`src/rtl/estagio_busca.sv`:
```
// Instruction-fetch stage.
// Owns the PC register and steps it by PC_STEP. The current PC drives the instruction-memory
// request, and the returned word is captured into a one-entry IF/ID output register.
// A redirect from downstream reloads the PC and flushes the stage. If a request is still in
// flight when the redirect arrives, the stage enters DRAIN and discards that one response.
//
// Ports:
//   clock, reset                 single clock; synchronous active-high reset
//   redirect_valid, redirect_pc  1-cycle redirect pulse and its target (bits [1:0] ignored)
//   imem_req, imem_addr          fetch request and word-aligned address
//   imem_ack, imem_rdata         response strobe and instruction word (same cycle)
//   id_valid, id_ready           IF/ID handshake towards decode
//   id_instr, id_pc, id_pc4      fetched instruction, its address, and address + PC_STEP
module estagio_busca #(
    parameter logic [31:0] RESET_PC = 32'h0000_0000,
    parameter int unsigned PC_STEP  = 4
) (
    input  logic        clock,
    input  logic        reset,
    input  logic        redirect_valid,
    input  logic [31:0] redirect_pc,
    output logic        imem_req,
    output logic [31:0] imem_addr,
    input  logic        imem_ack,
    input  logic [31:0] imem_rdata,
    output logic        id_valid,
    input  logic        id_ready,
    output logic [31:0] id_instr,
    output logic [31:0] id_pc,
    output logic [31:0] id_pc4
);

    localparam logic [31:0] Step = 32'(PC_STEP);

    typedef enum logic [0:0] {StFetch, StDrain} state_e;

    state_e      state_q, state_d;
    logic [31:0] pc_q, pc_d;
    logic [31:0] drain_addr_q, drain_addr_d;
    logic        id_valid_q, id_valid_d;
    logic [31:0] id_instr_q, id_instr_d;
    logic [31:0] id_pc_q, id_pc_d;
    logic [31:0] id_pc4_q, id_pc4_d;

    logic        slot_free;
    logic        resp;
    logic [31:0] pc_next_seq;
    logic [31:0] redirect_target;

    // Request side
    always_comb begin
        slot_free = !id_valid_q || id_ready;
        imem_req  = 1'b0;
        imem_addr = pc_q;
        if (state_q == StDrain) begin
            // The dropped request must still be completed at its original address.
            imem_req  = 1'b1;
            imem_addr = drain_addr_q;
        end else begin
            imem_req  = slot_free;
            imem_addr = pc_q;
        end
        if (reset) begin
            imem_req = 1'b0;
        end
    end

    // An ack only counts while a request is up; a stray ack is ignored.
    assign resp            = imem_req && imem_ack;
    assign pc_next_seq     = pc_q + Step;
    assign redirect_target = {redirect_pc[31:2], 2'b00};

    // Next-state logic
    always_comb begin
        state_d      = state_q;
        pc_d         = pc_q;
        drain_addr_d = drain_addr_q;
        id_valid_d   = id_valid_q;
        id_instr_d   = id_instr_q;
        id_pc_d      = id_pc_q;
        id_pc4_d     = id_pc4_q;

        if (redirect_valid) begin
            // A redirect takes priority over any response arriving in the same cycle.
            pc_d       = redirect_target;
            id_valid_d = 1'b0;
            case (state_q)
                StFetch: begin
                    if (imem_req && !imem_ack) begin
                        drain_addr_d = imem_addr;
                        state_d      = StDrain;
                    end
                end
                StDrain: begin
                    if (resp) begin
                        state_d = StFetch;
                    end
                end
                default: state_d = StFetch;
            endcase
        end else begin
            case (state_q)
                StFetch: begin
                    if (resp) begin
                        id_instr_d = imem_rdata;
                        id_pc_d    = pc_q;
                        id_pc4_d   = pc_next_seq;
                        id_valid_d = 1'b1;
                        pc_d       = pc_next_seq;
                    end else if (id_valid_q && id_ready) begin
                        id_valid_d = 1'b0;
                    end
                end
                StDrain: begin
                    if (resp) begin
                        state_d = StFetch;
                    end
                end
                default: state_d = StFetch;
            endcase
        end
    end

    always_ff @(posedge clock) begin
        if (reset) begin
            state_q      <= StFetch;
            pc_q         <= RESET_PC;
            drain_addr_q <= 32'h0;
            id_valid_q   <= 1'b0;
            id_instr_q   <= 32'h0;
            id_pc_q      <= 32'h0;
            id_pc4_q     <= 32'h0;
        end else begin
            state_q      <= state_d;
            pc_q         <= pc_d;
            drain_addr_q <= drain_addr_d;
            id_valid_q   <= id_valid_d;
            id_instr_q   <= id_instr_d;
            id_pc_q      <= id_pc_d;
            id_pc4_q     <= id_pc4_d;
        end
    end

    assign id_valid = id_valid_q;
    assign id_instr = id_instr_q;
    assign id_pc    = id_pc_q;
    assign id_pc4   = id_pc4_q;

endmodule

```
`config.mk`:
```
export PLATFORM = sky130hd
export DESIGN_NAME = estagio_busca
export DESIGN_NICKNAME = d
export VERILOG_FILES = /design/src/rtl/estagio_busca.sv
export SDC_FILE = /design/constraint.sdc
export NUM_CORES = 1
export LEC_CHECK = 0
export ABC_AREA = 1
export CORE_MARGIN = 5
export CORE_UTILIZATION = 45
export CTS_CLUSTER_DIAMETER = 120
export DETAILED_ROUTE_END_ITERATION = 7
export HOLD_SLACK_MARGIN = 0.06
export PLACE_DENSITY = 0.87
export SYNTH_ARGS = -nofsm -noshare
export SYNTH_HDL_FRONTEND = slang
export SYNTH_SLANG_ARGS = --single-unit
```
`constraint.sdc`:
```
create_clock -name clock -period 1.7 [get_ports clock]
set_input_delay 0.34 -clock clock [delete_from_list [all_inputs] [get_ports clock]]
set_output_delay 0.34 -clock clock [all_outputs]
set_load 0.02 [all_outputs]
```
## Word level (Yosys, flattened, before mapping)

Cells that the tools add are included.

| word-level totals | value |
|---|---|
| bits in registers | 162 |
| output and inout port bits | 130 |
| word-level logic and storage cells | 39 |

| operators by class | value |
|---|---|
| add/sub/neg operators | 1 |
| equality and inequality tests | 1 |
| muxes and demuxes | 13 |
| bitwise gates (word level) | 2 |
| reduce and logical (&&, ||, !) cells | 14 |

Operators with widths:

| operator | count |
|---|---|
| 32-bit two-way mux | 4 |
| 32-bit by 3-bit adder with 32-bit output, second input constant | 1 |
| 1-bit two-way mux | 8 |
| 2-bit AND reduction | 3 |
| 3-bit AND reduction | 2 |
| 2-bit nonzero test | 2 |
| 1-bit logical AND | 3 |
| 1-bit zero test | 2 |
| 2-bit != test, second input constant | 1 |
| 1-bit NOT | 2 |
| 1-bit one-hot mux with 2 select lines | 1 |
| 2-bit OR reduction | 1 |
| 1-bit logical OR | 1 |

## Longest topological paths before layout

Gate-level depths: netlist of run 1.

| logic depth | value |
|---|---|
| depth after elaboration | 8 |
| mapped depth | 11 |

## Worst setup path after synthesis of run 1

OpenSTA, ideal clock, no wires.

| path | value |
|---|---|
| kind | reg-to-output |
| start | reg (tool-made name) |
| end | out imem_addr[11] |
| data arrival time | 1.146 ns |
| required time | 1.360 ns |
| setup slack | 0.214 ns |
| stages on the path, launching flop included | 5 |
| buffers on the path | 2 |
| cell sequence | dfxtp_1 buf_4 inv_4 clkbuf_1 o21ai_0 |

RTL lines:

| element | line | source |
|---|---|---|
| end: declaration | 23 | `output logic [31:0] imem_addr,` |

==> flow_metrics.tcl, run 1 <==
set metrics [dict create \
    grt_pass1_wl_mm 38.1 \
    core_um2 15000 \
    synth.avg_cell_area_um2 6.94 \
    setup_violations 35 \
    start_util_pct 45.4 \
    antenna_found_initial 1 \
    clk_latency_ns 0.42 \
    row_count 45 \
    cts_tree "done" \
    yosys.area.top_type "dfxtp_1" \
    worstPathMaxFanout 6 \
    async_reset_ff_share_pct 0 \
    synth.most_common_cell "nand2_1" \
    met1_usage_pct 32.7 \
    violations "design-rule violations, negative setup slack" \
    cts_made_buffers 17 \
    yosysWarnings 0 \
    drt_iter0_markers 929 \
    min-delay-start "drain_addr_q[22]$_SDFFE_PP0P_" \
    fmax_mhz 559 \
    clkTransAtPathRegs_ns 0.06 \
    ys_seq_area_share_pct 45.8 \
    hold_viol 0 \
    layout.nets 1295 \
    seq_area_um2 3140 \
    synthTopCellsByCount "nand2_1, dfxtp_1, nor2_1" \
    fin_crit_sh_pct 105 \
    fill_cells 1119 \
    slowest_delay_ns 0.47 \
    dieArea_um2 17700 \
    hold_path_class "flop to flop" \
    htree_levels 4 \
    met2_usage_pct 43.3 \
    multi_input_comb_area_um2 3400 \
    wl_per_cell_um 18.4 \
    use_met3_pct 10.6 \
    worst_clock_skew_ns 0.00925 \
    die_x_um 133 \
    status "finished with violations" \
    globalplace.congestion 0.956 \
    postRouteAntennaNets 0 \
    top_usage_layer "met2" \
    grt_pass1_vias 7322 \
    area_growth_pct 55.9 \
    dp.final_hpwl_mm 16.5 \
    viasPerCell 5.45 \
    hold_ws_ns 0.447 \
    routed_wirelength_mm 26.3 \
    synthCells 983 \
    cp_top_family "flip-flops" \
    worst_pin_slew_ns 0.777 \
    antenna_cells 0 \
    fin_crit_ns 1.79 \
    power.static_leakage_nw 4.90 \
    drc 24 \
    power_density_nw_per_um2 899 \
    synth_seq_cells 156 \
    rsz0062_at_grt "yes" \
    port_buffers 192 \
    clock_path_buffers 2 \
    slowest_stage "dfxtp_4" \
    die_h_um 133 \
    maxSlewHeadroom_pct 48.2 \
    grt_overflow 0 \
    pin_count 199 \
    path_cells "buf_12 > buf_16 > nand2_4 > o21ai_2 > buf_6" \
    cts.sinks 156 \
    worst_slack_ns -0.0883 \
    root_buffer "clkbuf_16" \
    grt.total_usage_pct 26.7 \
    setup_tns_ns -1.31 \
    netlist_area_um2 6820 \
    synth_top_area_share_pct 45.8 \
    grt_max_degree 96 \
    ir_drop_mv 0.688 \
    critPathBufInv 3 \
    ys.flop_type "dfxtp_1" \
    critPathLaunchType "flop" \
    drv_slew 0 \
    endpoint_kind "output port" \
    arrival_ns 1.45 \
    required_ns 1.36 \
    yosys.cell_types.count 28 \
    synth-edff-count 0 \
    vias 7766 \
    ys_top_cells_by_area "dfxtp_1, nand2_1, o21ai_0" \
    drtPass1Iterations 8 \
    worst-setup-path-type "flop to output port" \
    maxCapViolCount 0 \
    drive_gt1_share_pct 22.2 \
]
[sequential cells by signal, summed over array words and instances, names as in the netlist, named ones only]
register / flops
id_pc: 30
drain_addr_q: 32
pc_q: 30
id_valid: 1
id_pc4: 30
id_instr: 32
[power breakdown]
part | switching (W) | internal [W]
Clock | 0.00151 | 0.00254
Sequential | 0.000123 | 0.00383
Combinational | 0.000870 | 0.000680
Total | 0.00250 | 0.00705
[cell usage in the layout, fill, tap and decap left out, types with 12 or more instances in the layout]
cell type,n
o21ai_0,76
dlygate4sd2_1,86
a21oi_1,90
o21ai_1,30
buf_12,15
nand3_1,35
buf_4,77
nor2_1,110
nand2_2,19
buf_6,25
xor2_1,12
inv_1,84
o21ai_2,16
nor2_2,24
clkdlybuf4s50_1,65
clkbuf_16,20
nand2_1,208
a21oi_2,13
dfxtp_1,143
[metal layers]
| layer | share of wire [%] | routed length [um] |
|---|---|---|
| met1 | 38 | 9920 |
| met2 | 47 | 12200 |
| met3 | 12 | 3170 |
| met4 | 3.6 | 942 |
| met5 | 0.042 | 11 |
[kinds of logic (layout without fill, tap and decap cells)]
family | Yosys count | in the layout | synth area share [%]
xor gates and xnor gates | 12 | 12 | 1.54
DFF | 156 | 156 | 45.8
adders and majority gates | 1 | 1 | 0.183
buffers and inverters | 160 | 412 | 10.2
other | 1 | 4 | 0.0550
and+or+nand+nor | 410 | 410 | 24.2
AOI/OAI and AO/OA | 243 | 243 | 18.0
[tightest hold or removal path, stage by stage, from the launching register on]
cell and delay (ns):
dfxtp_1 0.31, inv_1 0.04, a21oi_1 0.05
[cell type report]
cell class	instances	area share (%)
Clock inverter	10	1.53
Timing Repair Buffer	288	26.8
Multi-Input combinational cell	670	32.0
Tap cell	188	2.21
Clock buffer	22	4.37
Sequential cell	156	29.6
Inverter	91	3.40
Timing Repair inverter	1	0.106
[final timing paths]
path	end	cells after the start	slack [ns]
setup reg to reg	id_pc[30]$_SDFFE_PP0P_	8	-0.08
hold / removal	drain_addr_q[22]$_SDFFE_PP0P_	2	0.45
hold reg to reg	drain_addr_q[22]$_SDFFE_PP0P_	2	0.45
setup / recovery	imem_addr[26]	5	-0.09
[what timing repair did]
item,in CTS,in global routing
hold buffers,0,0
resized for setup,346,159
endpoints found under the setup margin,187,157
buffers inserted,6,3
pin swaps,7,16
gates cloned,3,4
[stage by stage]
stage               cell area (um^2)  setup WS (ns)  util [%]  cells  total power (W)
finish                         10600        -0.0883      70.7   1426          0.00955
global placement                9370         -0.271      62.3   1382          0.00535
CTS                            10200         -0.105      67.7   1421          0.00942
global route                   10600         -0.156      70.7   1426          0.00985
floorplan                       6830          0.214         -    986          0.00466
detailed placement              9370         -0.346      62.3   1382          0.00539
Power figures use the tool's default switching activity.
==> inputs of run 2 (changes only) <==
--- a/config.mk
+++ b/config.mk
@@ -6,12 +6,13 @@
 export NUM_CORES = 1
 export LEC_CHECK = 0
 export ABC_AREA = 1
+export CAP_MARGIN = 20
 export CORE_MARGIN = 5
 export CORE_UTILIZATION = 45
 export CTS_CLUSTER_DIAMETER = 120
 export DETAILED_ROUTE_END_ITERATION = 7
 export HOLD_SLACK_MARGIN = 0.06
-export PLACE_DENSITY = 0.87
+export PLACE_DENSITY = 0.74
 export SYNTH_ARGS = -nofsm -noshare
 export SYNTH_HDL_FRONTEND = slang
 export SYNTH_SLANG_ARGS = --single-unit
==> run 2 against run 1 <==
  * The run ends with negative setup slack left
  * Via count is 2.0% higher
  * Sequential share of layout area decreased by 2.1 points
  * Combinational power increased by 15%
  * Flip-flop and latch count unchanged
  * Largest cell class unchanged
  * Largest power group is now sequential cells
  * Highest routed layer is now met4
==> flow_metrics.tcl, run 2 (synthesized netlist as in run 1, its figures left out) <==
set metrics [dict create \
    area_growth_pct 67.6 \
    worst-setup-path-type "flop to flop" \
    maxSlewHeadroom_pct 48.3 \
    ff2ff_path_depth 10 \
    r2r_slack_ns -0.15 \
    worstPathMaxFanout 10 \
    grt_pass1_vias 6951 \
    worst_pin_slew_ns 0.775 \
    final_cell_mix "nand2_1, dfxtp_1, nor2_1" \
    critPathLaunchType "flop" \
    internal_power_w 0.00688 \
    root_buffer "clkbuf_16" \
    die_x_um 133 \
    clk_latency_ns 0.42 \
    maxCapViolCount 0 \
    grt_overflow 0 \
    worstHoldEndpoint "drain_addr_q[16]$_SDFFE_PP0P_" \
    final_common_cell "nand2_1" \
    violations "negative setup slack" \
    htree_levels 4 \
    ir_drop_mv 0.577 \
    status "finished with violations" \
    wl_per_cell_um 19.0 \
    cts_made_buffers 17 \
    cts_tree "done" \
    grt_pass1_wl_mm 36.2 \
    p_switching_w 0.00262 \
    worst_slack_ns -0.149 \
    cp_top_family "buffers and inverters" \
    dieArea_um2 17700 \
    drtPass1Iterations 5 \
    fin_crit_sh_pct 109 \
    hold_path_class "flop to flop" \
    core_um2 15000 \
    vias 7918 \
    routed_wirelength_mm 27.6 \
    antenna_found_initial 0 \
    fmax_mhz 541 \
    drc 0 \
    clkTransAtPathRegs_ns 0.07 \
    clock_path_buffers 2 \
    grt_max_degree 66 \
    rsz0062_at_grt "yes" \
    path_cells "buf_12 > clkinv_8 > nand3_4 > nand4_4 > nor2_4 > clkbuf_16 > inv_16 > buf_12 > nand2_1 > a21oi_1" \
    slowest_delay_ns 0.40 \
    arrival_ns 2.11 \
    critPathBufInv 5 \
    combPwrFrac_pct 18.8 \
    fin_crit_ns 1.85 \
    p_seq_share_pct 41.6 \
    globalplace.congestion 0.962 \
    min-delay-start "drain_addr_q[16]$_SDFFE_PP0P_" \
    required_ns 1.96 \
    layout.nets 1320 \
    hold_ws_ns 0.442 \
    drt_iter0_markers 881 \
    power_density_nw_per_um2 832 \
    viasPerCell 5.46 \
    antenna_cells 0 \
    cpMostUsedCell "buf_12" \
    endpoint_kind "flop" \
    reg2reg_to "id_pc4[5]$_SDFFE_PP0P_" \
    port_buffers 192 \
    holdPathStages 2 \
    swShare_pct 27.6 \
    grt.total_usage_pct 25.4 \
    slowest_stage "dfxtp_4" \
    dp.final_hpwl_mm 16.1 \
    cts.sinks 156 \
    start_util_pct 45.4 \
    fill_cells 1080 \
    fin_util_pct 76.0 \
    power.static_leakage_nw 5.16 \
    worst_clock_skew_ns 0.0102 \
    pwr-share-clk_pct 39.7 \
    drive_gt1_share_pct 28.4 \
    drv_slew 0 \
    setup_violations 157 \
    row_count 45 \
    die_h_um 133 \
    pin_count 199 \
    postRouteAntennaNets 0 \
    hold_viol 0 \
]
-- run 2: final cells by class --
class | instances | area (um^2) | area share [%]
Timing Repair inverter | 2 | 27.5 | 0.241
Inverter | 91 | 373 | 3.26
Clock inverter | 9 | 113 | 0.986
Multi-Input combinational cell | 670 | 3700 | 32.4
Tap cell | 188 | 235 | 2.06
Timing Repair Buffer | 312 | 3370 | 29.5
Sequential cell | 156 | 3140 | 27.5
Clock buffer | 22 | 464 | 4.06
-- run 2: how the worst max path moves through the flow --
stage	slack, ns	endpoint	startpoint	depth (start not counted)
detailed placement	-0.31	pc_q[6]$_SDFFE_PP0P_	id_ready	8
global placement	-0.27	imem_req	id_ready	6
global route	-0.19	id_pc4[5]$_SDFFE_PP0P_	flop	10
finish	-0.15	id_pc4[5]$_SDFFE_PP0P_	flop	10
floorplan	0.21	imem_addr[11]	flop	4
CTS	-0.09	imem_addr[21]	flop	3
-- run 2: timing repair --
| action | 4_1_cts | 5_1_grt |
|---|---|---|
| cloned | 3 | 22 |
| hold buffers | 0 | 0 |
| setup buffers | 3 | 10 |
| gates resized for setup | 324 | 310 |
| hold endpoints to repair | 0 | 0 |
| endpoints found under the setup margin | 243 | 168 |
| pin swaps | 2 | 38 |
-- run 2: per-layer routing --
metal  routed length (um)  up-vias  global-route usage [%]
met5                    0        -                       0
met4                 1060        0                    8.83
met3                 3010       97                    8.02
met2                12800      462                    39.1
met1                10800     3683                    33.7
li1                     -     3676                       -
-- run 2: power by group through the flow --
| stage | Combinational, W | Sequential (W) | Clock, W |
|---|---|---|---|
| finish | 0.00178 | 0.00395 | 0.00377 |
| global route | 0.00188 | 0.00397 | 0.00396 |
| CTS | 0.00137 | 0.00393 | 0.00377 |
| detailed placement | 0.00138 | 0.00401 | 0 |
| global placement | 0.00137 | 0.00400 | 0 |
| floorplan | 0.000565 | 0.00410 | 0 |
-- run 2: through the flow --
step	TNS (ns)	area (um^2)	setup WS [ns]	total power, W	std cells
global route	-19.23	11400	-0.194	0.00981	1450
CTS	-1.22	9930	-0.0885	0.00907	1418
global placement	-30.50	9370	-0.272	0.00537	1381
finish	-10.20	11400	-0.149	0.00950	1450
floorplan	0	6830	0.214	0.00466	986
detailed placement	-37.21	9370	-0.311	0.00538	1381
-- run 2: worst min-delay path, cell delays in order (launching register included) --
cell	delay (ns)
dfxtp_1	0.31
inv_1	0.05
a21oi_1	0.05
==> inputs of run 3 (changes only) <==
--- a/config.mk
+++ b/config.mk
@@ -6,12 +6,11 @@
 export NUM_CORES = 1
 export LEC_CHECK = 0
 export ABC_AREA = 1
-export CAP_MARGIN = 20
 export CORE_MARGIN = 5
 export CORE_UTILIZATION = 45
 export CTS_CLUSTER_DIAMETER = 120
 export DETAILED_ROUTE_END_ITERATION = 7
-export HOLD_SLACK_MARGIN = 0.06
+export HOLD_SLACK_MARGIN = 0.08
 export PLACE_DENSITY = 0.74
 export SYNTH_ARGS = -nofsm -noshare
 export SYNTH_HDL_FRONTEND = slang
==> constraint.sdc (replaced) <==
create_clock -name clock -period 1.7 [get_ports clock]
set_input_delay 0.51 -clock clock [delete_from_list [all_inputs] [get_ports clock]]
set_output_delay 0.51 -clock clock [all_outputs]
set_load 0.02 [all_outputs]
==> run 3 against run 2 <==
  * The run still ends with negative setup slack left
  * Flip-flop and latch count unchanged
  * Sequential power down 1%
  * Clock power is 4% higher
  * Cell area shrank 7.7%
  * Die area is the same
  * Via count fell by 5.4%
  * Wire length is 13% lower
  * Power down 1.5%
  * First-iteration DRC count is 26% lower
  * Largest cell class unchanged
==> flow_metrics.tcl, run 3 (synthesized netlist as in run 1, its figures left out) <==
set metrics [dict create \
    status "finished with violations" \
    violations "negative setup slack" \
    cts.sinks 156 \
    worst_slack_ns -0.260 \
    root_buffer "clkbuf_16" \
    area_growth_pct 54.7 \
    worst-setup-path-type "flop to output port" \
    clock_path_buffers 2 \
    path_cells "buf_12 > nand2_1 > o21ai_1 > buf_4 > buf_6" \
    routed.top_layer "met4" \
    hold_ws_ns 0.447 \
    viasPerCell 5.18 \
    grt_pass1_wl_mm 36.2 \
    drt_iter0_markers 655 \
    start_util_pct 45.4 \
    final_common_cell "nand2_1" \
    p_seq_share_pct 41.8 \
    dp_slack_ns -0.610 \
    slowest_stage "dfxtp_4" \
    drive_gt1_share_pct 21.1 \
    dp.final_hpwl_mm 16.8 \
    grt_overflow 0 \
    ir_drop_mv 0.758 \
    p_switching_w 0.00251 \
    hold_viol 0 \
    swShare_pct 26.8 \
    cp_top_family "buffers and inverters" \
    required_ns 1.19 \
    row_count 45 \
    holdPathStages 2 \
    fin_crit_ns 1.96 \
    power_density_nw_per_um2 888 \
    hold_path_class "flop to flop" \
    ff2ff_path_depth 10 \
    critPathBufInv 3 \
    antenna_found_initial 0 \
    slowest_delay_ns 0.42 \
    setup_violations 171 \
    internal_power_w 0.00685 \
    antenna_cells 0 \
    worstPathMaxFanout 22 \
    path_depth 5 \
    htree_levels 4 \
    arrival_ns 1.45 \
    pin_count 199 \
    holdBufCountCts 0 \
    worst_clock_skew_ns 0.00691 \
    fin_crit_sh_pct 115 \
    clkTransAtPathRegs_ns 0.06 \
    drtPass1Iterations 5 \
    wl_met1_mm 10.0 \
    drv_slew 0 \
    met2_length_mm 10.8 \
    cts_tree "done" \
    maxSlewHeadroom_pct 44.5 \
    die_h_um 133 \
    wl_met3_mm 2.57 \
    power.static_leakage_nw 4.83 \
    cts_made_buffers 17 \
    wl_per_cell_um 16.5 \
    rsz0062_at_grt "yes" \
    dp.cells 1400 \
    fmax_mhz 510 \
    die_x_um 133 \
    critPathLaunchType "flop" \
    maxCapViolCount 0 \
    globalplace.congestion 0.925 \
    routed_wirelength_mm 23.9 \
    port_buffers 192 \
    clk_latency_ns 0.43 \
    final_cell_mix "nand2_1, dfxtp_1, nor2_1" \
    drc 0 \
    fill_cells 1285 \
    final_cells 1446 \
    endpoint_kind "output port" \
    grt.total_usage_pct 25.6 \
    postRouteAntennaNets 0 \
    grt_max_degree 87 \
    combPwrFrac_pct 16.3 \
    layout.nets 1315 \
    worst_pin_slew_ns 0.833 \
    vias 7489 \
    core_um2 15000 \
    pwr-share-clk_pct 41.8 \
    grt_pass1_vias 7032 \
    dieArea_um2 17700 \
]
run 3: changes by cell type in the layout (fill, tap and decap cells not counted), moves of 11 or more:
cell	previous run	this run
o21ai_2	53	20
o21ai_1	19	31
nand2_2	24	10
clkbuf_16	34	21
nor2_1	98	112
o21ai_4	12	1
nand2_1	197	220
buf_4	76	100
o21ai_0	47	79
run 3: repair_timing:
item / in CTS / in global routing
setup endpoints to repair: 149 / 151
gates resized for setup: 327 / 124
buffers inserted: 1 / 9
gates cloned: 0 / 4
pin swaps: 2 / 6
run 3: final cells by class:
type | count | area, um^2 | area share (%)
well taps | 188 | 235 | 2.23
flip-flops and latches | 156 | 3130 | 29.7
inverters | 91 | 357 | 3.38
repair buffers | 309 | 2940 | 27.9
clock buffers | 21 | 480 | 4.56
clock inverters | 11 | 134 | 1.27
multi-input cells | 670 | 3270 | 31.0
run 3: path summary, 6_finish.rpt:
path	slack, ns	to	start
worst max-delay path	-0.26	imem_addr[21]	flop
worst min-delay path	0.45	drain_addr_q[27]$_SDFFE_PP0P_	drain_addr_q[27]$_SDFFE_PP0P_
worst max register to register	-0.15	id_instr[12]$_SDFFE_PP0P_	flop
worst min register to register	0.45	drain_addr_q[27]$_SDFFE_PP0P_	drain_addr_q[27]$_SDFFE_PP0P_
run 3: power by group through the flow:
stage          Combinational, W  Clock [W]  Sequential, W
3_5_place_dp            0.00144          0        0.00399
4_1_cts                 0.00139    0.00395        0.00391
2_1_floorplan          0.000565          0        0.00410
6_report                0.00153    0.00392        0.00391
3_3_place_gp            0.00143          0        0.00398
5_1_grt                 0.00164    0.00411        0.00393
run 3: per-layer routing:
metal	up-vias	global-route usage, %
li1	3652	-
met1	3463	31.9
met2	336	39.9
met3	38	10.7
met4	0	8.55
met5	-	0
run 3: through the flow:
| stage | power (W) | util (%) | setup TNS [ns] | instance area [um^2] |
|---|---|---|---|---|
| after CTS | 0.00925 | 66.7 | -5.09 | 10000 |
| after detailed placement | 0.00544 | 63.5 | -57.78 | 9540 |
| after global placement | 0.00541 | 63.5 | -55.65 | 9540 |
| after global routing | 0.00969 | 70.1 | -27.88 | 10500 |
| after floorplan | 0.00466 | - | 0 | 6830 |
| final | 0.00936 | 70.1 | -14.98 | 10500 |
run 3: worst min-delay path, cell delays in order (launching register included):
cell	delay, ns
dfxtp_1	0.31
inv_1	0.05
a21oi_1	0.05
